File: src/rtl/spi_eeprom_slave.sv
// spi_eeprom_slave: SPI mode-0 responder modelling a 128-byte 25xx-style EEPROM.
// Ports: clk, rst (sync, active-high); sck, csn, mosi (async SPI inputs);
//        miso, miso_oe (SPI outputs); wip, wel (status bits).
module spi_eeprom_slave #(
    parameter int ADDR_W       = 7,
    parameter int WRITE_CYCLES = 64
) (
    input  logic clk,
    input  logic rst,
    input  logic sck,
    input  logic csn,
    input  logic mosi,
    output logic miso,
    output logic miso_oe,
    output logic wip,
    output logic wel
);
    localparam int BW = $clog2(WRITE_CYCLES + 1);

    localparam logic [7:0] OP_WREN  = 8'h06;
    localparam logic [7:0] OP_WRDI  = 8'h04;
    localparam logic [7:0] OP_RDSR  = 8'h05;
    localparam logic [7:0] OP_READ  = 8'h03;
    localparam logic [7:0] OP_WRITE = 8'h02;

    typedef enum logic [2:0] {
        IDLE, CMD, ADDR, RD, WR, STAT, WAIT_CS, IGNORE
    } state_t;

    logic [7:0] mem [2**ADDR_W];

    logic [2:0] sck_q;
    logic [2:0] csn_q;
    logic [1:0] mosi_q;

    state_t            state_q, state_d;
    logic [4:0]        bitcnt_q, bitcnt_d;
    logic [2:0]        bitpos_q, bitpos_d;
    logic [7:0]        shin_q, shin_d;
    logic [7:0]        out_q, out_d;
    logic [ADDR_W-1:0] addr_q, addr_d;
    logic [ADDR_W-1:0] paddr_q, paddr_d;
    logic [7:0]        pdata_q, pdata_d;
    logic              rd_q, rd_d;
    logic              wren_q, wren_d;
    logic              skip_q, skip_d;
    logic              reload_q, reload_d;
    logic              wel_q, wel_d;
    logic              wip_q, wip_d;
    logic [BW-1:0]     busy_q, busy_d;
    logic              mem_we;

    logic       sck_rise;
    logic       sck_fall;
    logic       csn_s;
    logic       csn_rise;
    logic [7:0] byte_in;
    logic       byte_end;
    logic [7:0] status;

    assign sck_rise = sck_q[1] & ~sck_q[2];
    assign sck_fall = ~sck_q[1] & sck_q[2];
    assign csn_s    = csn_q[1];
    assign csn_rise = csn_q[1] & ~csn_q[2];
    assign byte_in  = {shin_q[6:0], mosi_q[1]};
    assign byte_end = (bitpos_q == 3'd7);
    assign status   = {6'b0, wel_q, wip_q};

    assign miso    = ((state_q == STAT) || (state_q == RD)) ? out_q[7] : 1'b0;
    assign miso_oe = ~csn_s;
    assign wip     = wip_q;
    assign wel     = wel_q;

    always_comb begin
        state_d  = state_q;
        bitcnt_d = bitcnt_q;
        bitpos_d = bitpos_q;
        shin_d   = shin_q;
        out_d    = out_q;
        addr_d   = addr_q;
        paddr_d  = paddr_q;
        pdata_d  = pdata_q;
        rd_d     = rd_q;
        wren_d   = wren_q;
        skip_d   = skip_q;
        reload_d = reload_q;
        wel_d    = wel_q;
        wip_d    = wip_q;
        busy_d   = busy_q;
        mem_we   = 1'b0;

        if (wip_q) begin
            if (busy_q == BW'(1)) begin
                busy_d = '0;
                wip_d  = 1'b0;
                wel_d  = 1'b0;
            end else begin
                busy_d = busy_q - BW'(1);
            end
        end

        if (csn_rise) begin
            // Deselect wins over any sck edge seen in the same cycle.
            state_d  = IDLE;
            bitcnt_d = '0;
            bitpos_d = '0;
            skip_d   = 1'b0;
            reload_d = 1'b0;
            if (state_q == WAIT_CS && bitcnt_q == 5'd8 && !wip_q) begin
                wel_d = wren_q;
            end
            if (state_q == WR && bitcnt_q == 5'd24 && wel_q && !wip_q) begin
                mem_we = 1'b1;
                wip_d  = 1'b1;
                busy_d = BW'(WRITE_CYCLES);
            end
        end else if (csn_s) begin
            state_d  = IDLE;
            bitcnt_d = '0;
            bitpos_d = '0;
        end else if (state_q == IDLE) begin
            state_d  = CMD;
            bitcnt_d = '0;
            bitpos_d = '0;
            skip_d   = 1'b0;
            reload_d = 1'b0;
        end else if (sck_rise) begin
            shin_d   = byte_in;
            bitpos_d = bitpos_q + 3'd1;
            if (bitcnt_q != 5'd31) begin
                bitcnt_d = bitcnt_q + 5'd1;
            end
            if (byte_end) begin
                case (state_q)
                    CMD: begin
                        if (wip_q && byte_in != OP_RDSR) begin
                            state_d = IGNORE;
                        end else begin
                            unique case (1'b1)
                                (byte_in == OP_WREN): begin
                                    state_d = WAIT_CS;
                                    wren_d  = 1'b1;
                                end
                                (byte_in == OP_WRDI): begin
                                    state_d = WAIT_CS;
                                    wren_d  = 1'b0;
                                end
                                (byte_in == OP_RDSR): begin
                                    state_d = STAT;
                                    out_d   = status;
                                    skip_d  = 1'b1;
                                end
                                (byte_in == OP_READ): begin
                                    state_d = ADDR;
                                    rd_d    = 1'b1;
                                end
                                (byte_in == OP_WRITE): begin
                                    state_d = ADDR;
                                    rd_d    = 1'b0;
                                end
                                default: state_d = IGNORE;
                            endcase
                        end
                    end
                    ADDR: begin
                        if (rd_q) begin
                            state_d = RD;
                            out_d   = mem[byte_in[ADDR_W-1:0]];
                            addr_d  = byte_in[ADDR_W-1:0] + ADDR_W'(1);
                            skip_d  = 1'b1;
                        end else begin
                            state_d = WR;
                            paddr_d = byte_in[ADDR_W-1:0];
                        end
                    end
                    WR: begin
                        // Only the first data byte is kept.
                        if (bitcnt_q == 5'd23) begin
                            pdata_d = byte_in;
                        end
                    end
                    RD, STAT: reload_d = 1'b1;
                    default: ;
                endcase
            end
        end else if (sck_fall) begin
            // The fall right after a fresh load keeps the MSB on the wire.
            if (skip_q) begin
                skip_d = 1'b0;
            end else if (reload_q) begin
                reload_d = 1'b0;
                if (state_q == STAT) begin
                    out_d = status;
                end else begin
                    out_d  = mem[addr_q];
                    addr_d = addr_q + ADDR_W'(1);
                end
            end else begin
                out_d = {out_q[6:0], 1'b0};
            end
        end
    end

    always_ff @(posedge clk) begin
        if (rst) begin
            sck_q    <= '0;
            csn_q    <= '1;
            mosi_q   <= '0;
            state_q  <= IDLE;
            bitcnt_q <= '0;
            bitpos_q <= '0;
            shin_q   <= '0;
            out_q    <= '0;
            addr_q   <= '0;
            paddr_q  <= '0;
            pdata_q  <= '0;
            rd_q     <= 1'b0;
            wren_q   <= 1'b0;
            skip_q   <= 1'b0;
            reload_q <= 1'b0;
            wel_q    <= 1'b0;
            wip_q    <= 1'b0;
            busy_q   <= '0;
        end else begin
            sck_q    <= {sck_q[1:0], sck};
            csn_q    <= {csn_q[1:0], csn};
            mosi_q   <= {mosi_q[0], mosi};
            state_q  <= state_d;
            bitcnt_q <= bitcnt_d;
            bitpos_q <= bitpos_d;
            shin_q   <= shin_d;
            out_q    <= out_d;
            addr_q   <= addr_d;
            paddr_q  <= paddr_d;
            pdata_q  <= pdata_d;
            rd_q     <= rd_d;
            wren_q   <= wren_d;
            skip_q   <= skip_d;
            reload_q <= reload_d;
            wel_q    <= wel_d;
            wip_q    <= wip_d;
            busy_q   <= busy_d;
        end
    end

    always_ff @(posedge clk) begin
        if (mem_we) begin
            mem[paddr_q] <= pdata_q;
        end
    end

endmodule

File: config.mk
export PLATFORM = sky130hd
export DESIGN_NAME = spi_eeprom_slave
export DESIGN_NICKNAME = d
export VERILOG_FILES = /design/src/rtl/spi_eeprom_slave.sv
export SDC_FILE = /design/constraint.sdc
export NUM_CORES = 2
export LEC_CHECK = 0
export ABC_AREA = 1
export ABC_CLOCK_PERIOD_IN_PS = 3700
export CORE_MARGIN = 2
export CORE_UTILIZATION = 49
export DETAILED_ROUTE_END_ITERATION = 6
export PLACE_DENSITY = 0.61
export SYNTH_ARGS = -nofsm -noshare
export SYNTH_HDL_FRONTEND = slang
export SYNTH_SLANG_ARGS = --single-unit
File: constraint.sdc
create_clock -name clk -period 3.7 [get_ports clk]
set_input_delay 0.555 -clock clk [delete_from_list [all_inputs] [get_ports clk]]
set_output_delay 0.555 -clock clk [all_outputs]
set_load 0.005 [all_outputs]
### Yosys cells after proc, flatten, opt, wreduce, memory -nomap -nowiden

Memories as Yosys holds them, arrays and structs flattened. A register that Yosys moved wholly into a read port is not among the register bits.
Cells that the tools add are included.

* register bits after elaboration: 69
* bits in writable memories: 1024
* input port bits: 5
* output and inout port bits: 4
* logic and storage cells: 166
* memories: 1

Memory list
* mem: words 128, bits a word 8, read ports 2, clocked after memory_dff 1, wr ports 1, line 30 `logic [7:0] mem [2**ADDR_W];`

* add/sub/neg operators: 5
* equality and inequality tests: 34
* muxes and demuxes: 60
* bitwise gates (word level): 11
* reductions and logical operators: 36

Operators with widths (number)
* 7-bit 2-to-1 mux: 14
* 8-bit 2-to-1 mux: 9
* 1-bit 2-to-1 mux: 29
* 8-bit by 3-bit == test with 1-bit output, second input constant: 3
* 7-bit AND reduction: 3
* 10-bit AND reduction: 2
* 8-bit by 2-bit == test with 1-bit output, second input constant: 2
* 8-bit case mux with 2 select lines: 1
* 8-bit AND reduction: 2
* 7-bit by 1-bit adder with 7-bit output, second input constant: 2
* 2-bit nonzero test: 7
* 3-bit == test, second input constant: 4
* 3-bit by 1-bit != test with 1-bit output, second input constant: 4
* 4-bit != test, second input constant: 3
* 5-bit == test, second input constant: 2
* 3-bit != test, second input constant: 3
* 3-bit case mux with 3 select lines: 1
* 8-bit by 3-bit != test with 1-bit output, second input constant: 1
* 1-bit inverter: 8
* 2-bit OR reduction: 4
* 7-bit by 1-bit == test with 1-bit output, second input constant: 1
* 7-bit by 1-bit subtractor with 7-bit output, second input constant: 1
* 3-bit by 2-bit == test with 1-bit output, second input constant: 2
* 1-bit logical AND: 6
* 22 further kinds: 32

### Depth between registers and ports, before layout

* depth in word-level cells: 8
* depth in mapped cells: 17
* mapped depth without buffers: 15

### Least setup slack after synthesis

Ideal clock, no wire load.

* path type: reg-to-reg
* start point: register pdata_q[0]
* end point: memory mem[0][0], data pin
* library setup time: 0.528 ns
* data arrival time: 1.835 ns
* required time: 3.172 ns
* path slack: 1.337 ns
* stages on the path, launching flop included: 1
* buffers on the path: 0
* period minus slack after synthesis: 2.363 ns
* cells stage by stage: dfxtp_1

RTL lines
* start, declared: line 43 `logic [7:0] pdata_q, pdata_d;`
* start signal, assigned: line 235 `pdata_q <= pdata_d;`
* end, declared: line 30

Straight into the memory's write port.

### Final worst setup path

* start point: register state_q[2]
* end point: output port miso

* word-level cells in the longest chain between the ends: 3
* elaborated cells between the ends (all ways): 4
* those cells by class: eq/ne: 2; mux: 1; reduce/logical: 1

Ends and longest elaborated chain
* start, declared: line 36 `state_t state_q, state_d;`
* start signal, assigned: line 228 `state_q <= state_d;`
* 3-bit == test / 3-bit by 2-bit == test with 1-bit output (equally long branches): line 69 `assign miso = ((state_q == STAT) || (state_q == RD)) ? out_q[7] : 1'b0;`
* 1-bit logical OR *: line 69
* 1-bit 2-to-1 mux *: line 69
* end, declared: line 13 `output logic miso,`

Mark *: on every way between the ends. The rest lies on a longest branch, timed or not.

==> results_dict.tcl <==
set metrics [dict create \
    status "complete, but fails checks" \
    violations "design-rule violations" \
    power_density_mw_per_mm2 425 \
    netlist_top_cells_area "edfxtp_1 57%, nand2_1 15%, nand3_1 9.7%" \
    overflow 0 \
    clk-insertion-delay-late_ps 730 \
    ant_nets 0 \
    cts_resized 0 \
    ctsHtreeMaxLevel 3 \
    grt.total_usage 0.341 \
    finClkSkew_ps 33.4 \
    drt-initial-drc-count 7219 \
    leakagePower_nw 22.7 \
    vdd_drop_max_uv 413 \
    tightestPinTransition_ps 1050 \
    io_buffers 8 \
    layout_commonest_cell "nand2_1" \
    critPathMaxStageDelay_ps 540 \
    intPower_mw 20.2 \
    die_h_um 335 \
    nets 6000 \
    timing.final.crit_share 0.849 \
    power.switching_mw 5.32 \
    min_path_type "input port to flop" \
    cts_setup_buffers 0 \
    postCtsHoldBufs 0 \
    die_w_um 335 \
    ys_ff_latch 1100 \
    maxSlewViolCount 0 \
    slowest_stage "clkdlybuf4s50_1" \
    grt_max_degree 148 \
    grt_pass1_wl_um 283000 \
    n_fill_cell 9611 \
    gp_congestion 0.970 \
    root_buffer "clkbuf_16" \
    seq_area_frac_synth 0.602 \
    row_count 121 \
    end_kind "output pin" \
    path_max_fanout 6 \
    cts_tree "done" \
    synth.distinct_cells 36 \
    cts_max_path_buffers 3 \
    worstPathRequired_ps 3140 \
    synth.avg_cell_area_sq_um 8.93 \
    clkPwrFrac 0.459 \
    antenna_found_initial 6 \
    area_growth_pct 12.0 \
    crit_path_cell_trace "inv_1 -> nor2_1 -> inv_1 -> o21ai_0 -> and2_1 -> clkdlybuf4s50_1" \
    cts_made_buffers 118 \
    syn_area_sq_mm 0.0536 \
    syn-num-nets 6022 \
    combPwrFrac 0.017 \
    cp-start-kind "flop" \
    critPathKind "flop to output pin" \
    post-dp-hpwl_um 114000 \
    fmax_mhz 318 \
    synth_warnings 0 \
    multi_input_area_sq_mm 0.0189 \
    cts.sinks 1100 \
    grt_pass1_vias 42800 \
    cp_data_arrival_time_ps 2590 \
    rsz0062_at_grt "no" \
    rrSetupSlack_ps 580 \
    max_cap_violations 0 \
    seq_power_share 0.524 \
    cpMostUsedCell "inv_1" \
    yosysTopAreaCellShare 0.573 \
    place_area_sq_mm 0.0563 \
    start_util 0.493 \
    final_area_sq_mm 0.0601 \
    drive_above_1_share 0.0752 \
    dieArea_sq_mm 0.112 \
    clk_transition_reported_paths_ps 60 \
    drt-total-wl_um 194000 \
    drc 25 \
    antennaDiodeCount 0 \
    slew_headroom 0.302 \
    mostFrequentLayoutCells "2141 x nand2_1, 1042 x nand3_1, 1024 x edfxtp_1, 468 x nor2_1, 216 x inv_1" \
    register_area_sq_mm 0.0323 \
    finalCriticalPeriod_ps 3140 \
    viasPerCell 6.14 \
    yosysTopAreaCell "edfxtp_1" \
    synthCells 6008 \
    core-area_sq_mm 0.109 \
    setup_viol 0 \
    post_drt_wl_per_cell_um 25.9 \
    firstDrtPassIters 7 \
    vias 46000 \
    switching_share 0.208 \
    pin_count 9 \
    tns_ps 0 \
    hold_viol 0 \
]
## power by group through the flow
stage	clock [mW]	sequential [mW]	combinational (mW)
after floorplan	0	13.7	0.262
after global placement	0	13.6	0.407
after global routing	12.3	13.4	0.456
after detailed placement	0	13.6	0.409
final	11.7	13.4	0.423
after CTS	11.8	13.4	0.411
## registers in the layout (all words and copies together), names as in the netlist, named ones only
name	flops
rd_q	1
reload_q	1
bitpos_q	3
out_q	8
shin_q	7
pdata_q	8
csn_q	3
addr_q	7
paddr_q	7
wip	1
mosi_q	2
skip_q	1
sck_q	3
busy_q	7
state_q	3
wren_q	1
mem	1024
wel	1
bitcnt_q	5
## worst paths after layout
kind / from / to / cells past startpoint
worst max-delay path: state_q[2]$_SDFFE_PP0P_ / miso / 6
worst min-delay path: mosi / mosi_q[0]$_SDFF_PP0_ / 3
worst max register to register: flop / out_q[0]$_SDFFE_PP0P_ / 15
worst min register to register: sck_q[0]$_SDFF_PP0_ / sck_q[1]$_SDFF_PP0_ / 2
## cell type report
cell class	count	share of cell area
sequential	1100	0.538
inverter	228	0.0146
clock buffer	148	0.0526
timing repair buffer	255	0.0405
tap	1414	0.0295
multi-input combinational	4283	0.314
clock inverter	65	0.0101
## synthesized netlist by cell type, drive strengths merged
library cell and count:
nor3b 1, nand3 1045, clkinv 3, a211oi 5, o22ai 7, nor3 6
a21oi 169, a31oi 2, nor4 3, o211ai 22, edfxtp 1024, a2111oi 1
xnor2 4, ha 9, nor2 473, inv 225, xor2 8, nand4 159
nand3b 6, clkbuf 183, and2 27, a22oi 74, o2111ai 2, o21bai 1
or2 3, o21ai 113, dfxtp 76, buf 214, or3 1, nand2 2142
## critical path, delay by kind of cell (launching register included)
kind | cells | cell delay, ps
AND/OR/NAND/NOR | 2 | 480
buffers and inverters | 3 | 850
flip-flops | 1 | 420
AO/OA/AOI/OAI | 1 | 130
## through the flow
step / instances / hold WS [ps] / total power, mW / setup WS (ps) / util
CTS: 7493 / 339 / 25.6 / 576 / 0.552
finish: 7493 / 361 / 25.5 / 559 / 0.552
global route: 7493 / 372 / 26.1 / 383 / 0.552
global placement: 7280 / 401 / 14.1 / 786 / 0.518
floorplan: 6008 / 388 / 13.9 / 1340 / -
detailed placement: 7280 / 406 / 14.1 / 749 / 0.518
## cells by family after synthesis
group	count (synthesis)	synth area share
adders and majority gates	9	0.00210
xor gates and xnor gates	12	0.00196
DFF	1100	0.602
and+or+nand+nor	3866	0.305
buffers and inverters	625	0.0473
AOI/OAI and AO/OA	396	0.0421
## metal layers
layer / up-vias / GRT usage / share of wire
met5: - / 0 / 0.000067
met4: 2 / 0.143 / 0.044
met3: 508 / 0.0722 / 0.13
met2: 3138 / 0.513 / 0.43
met1: 21900 / 0.481 / 0.40
li1: 20500 / - / -
Note: power is estimated with default switching activity, not from simulation.
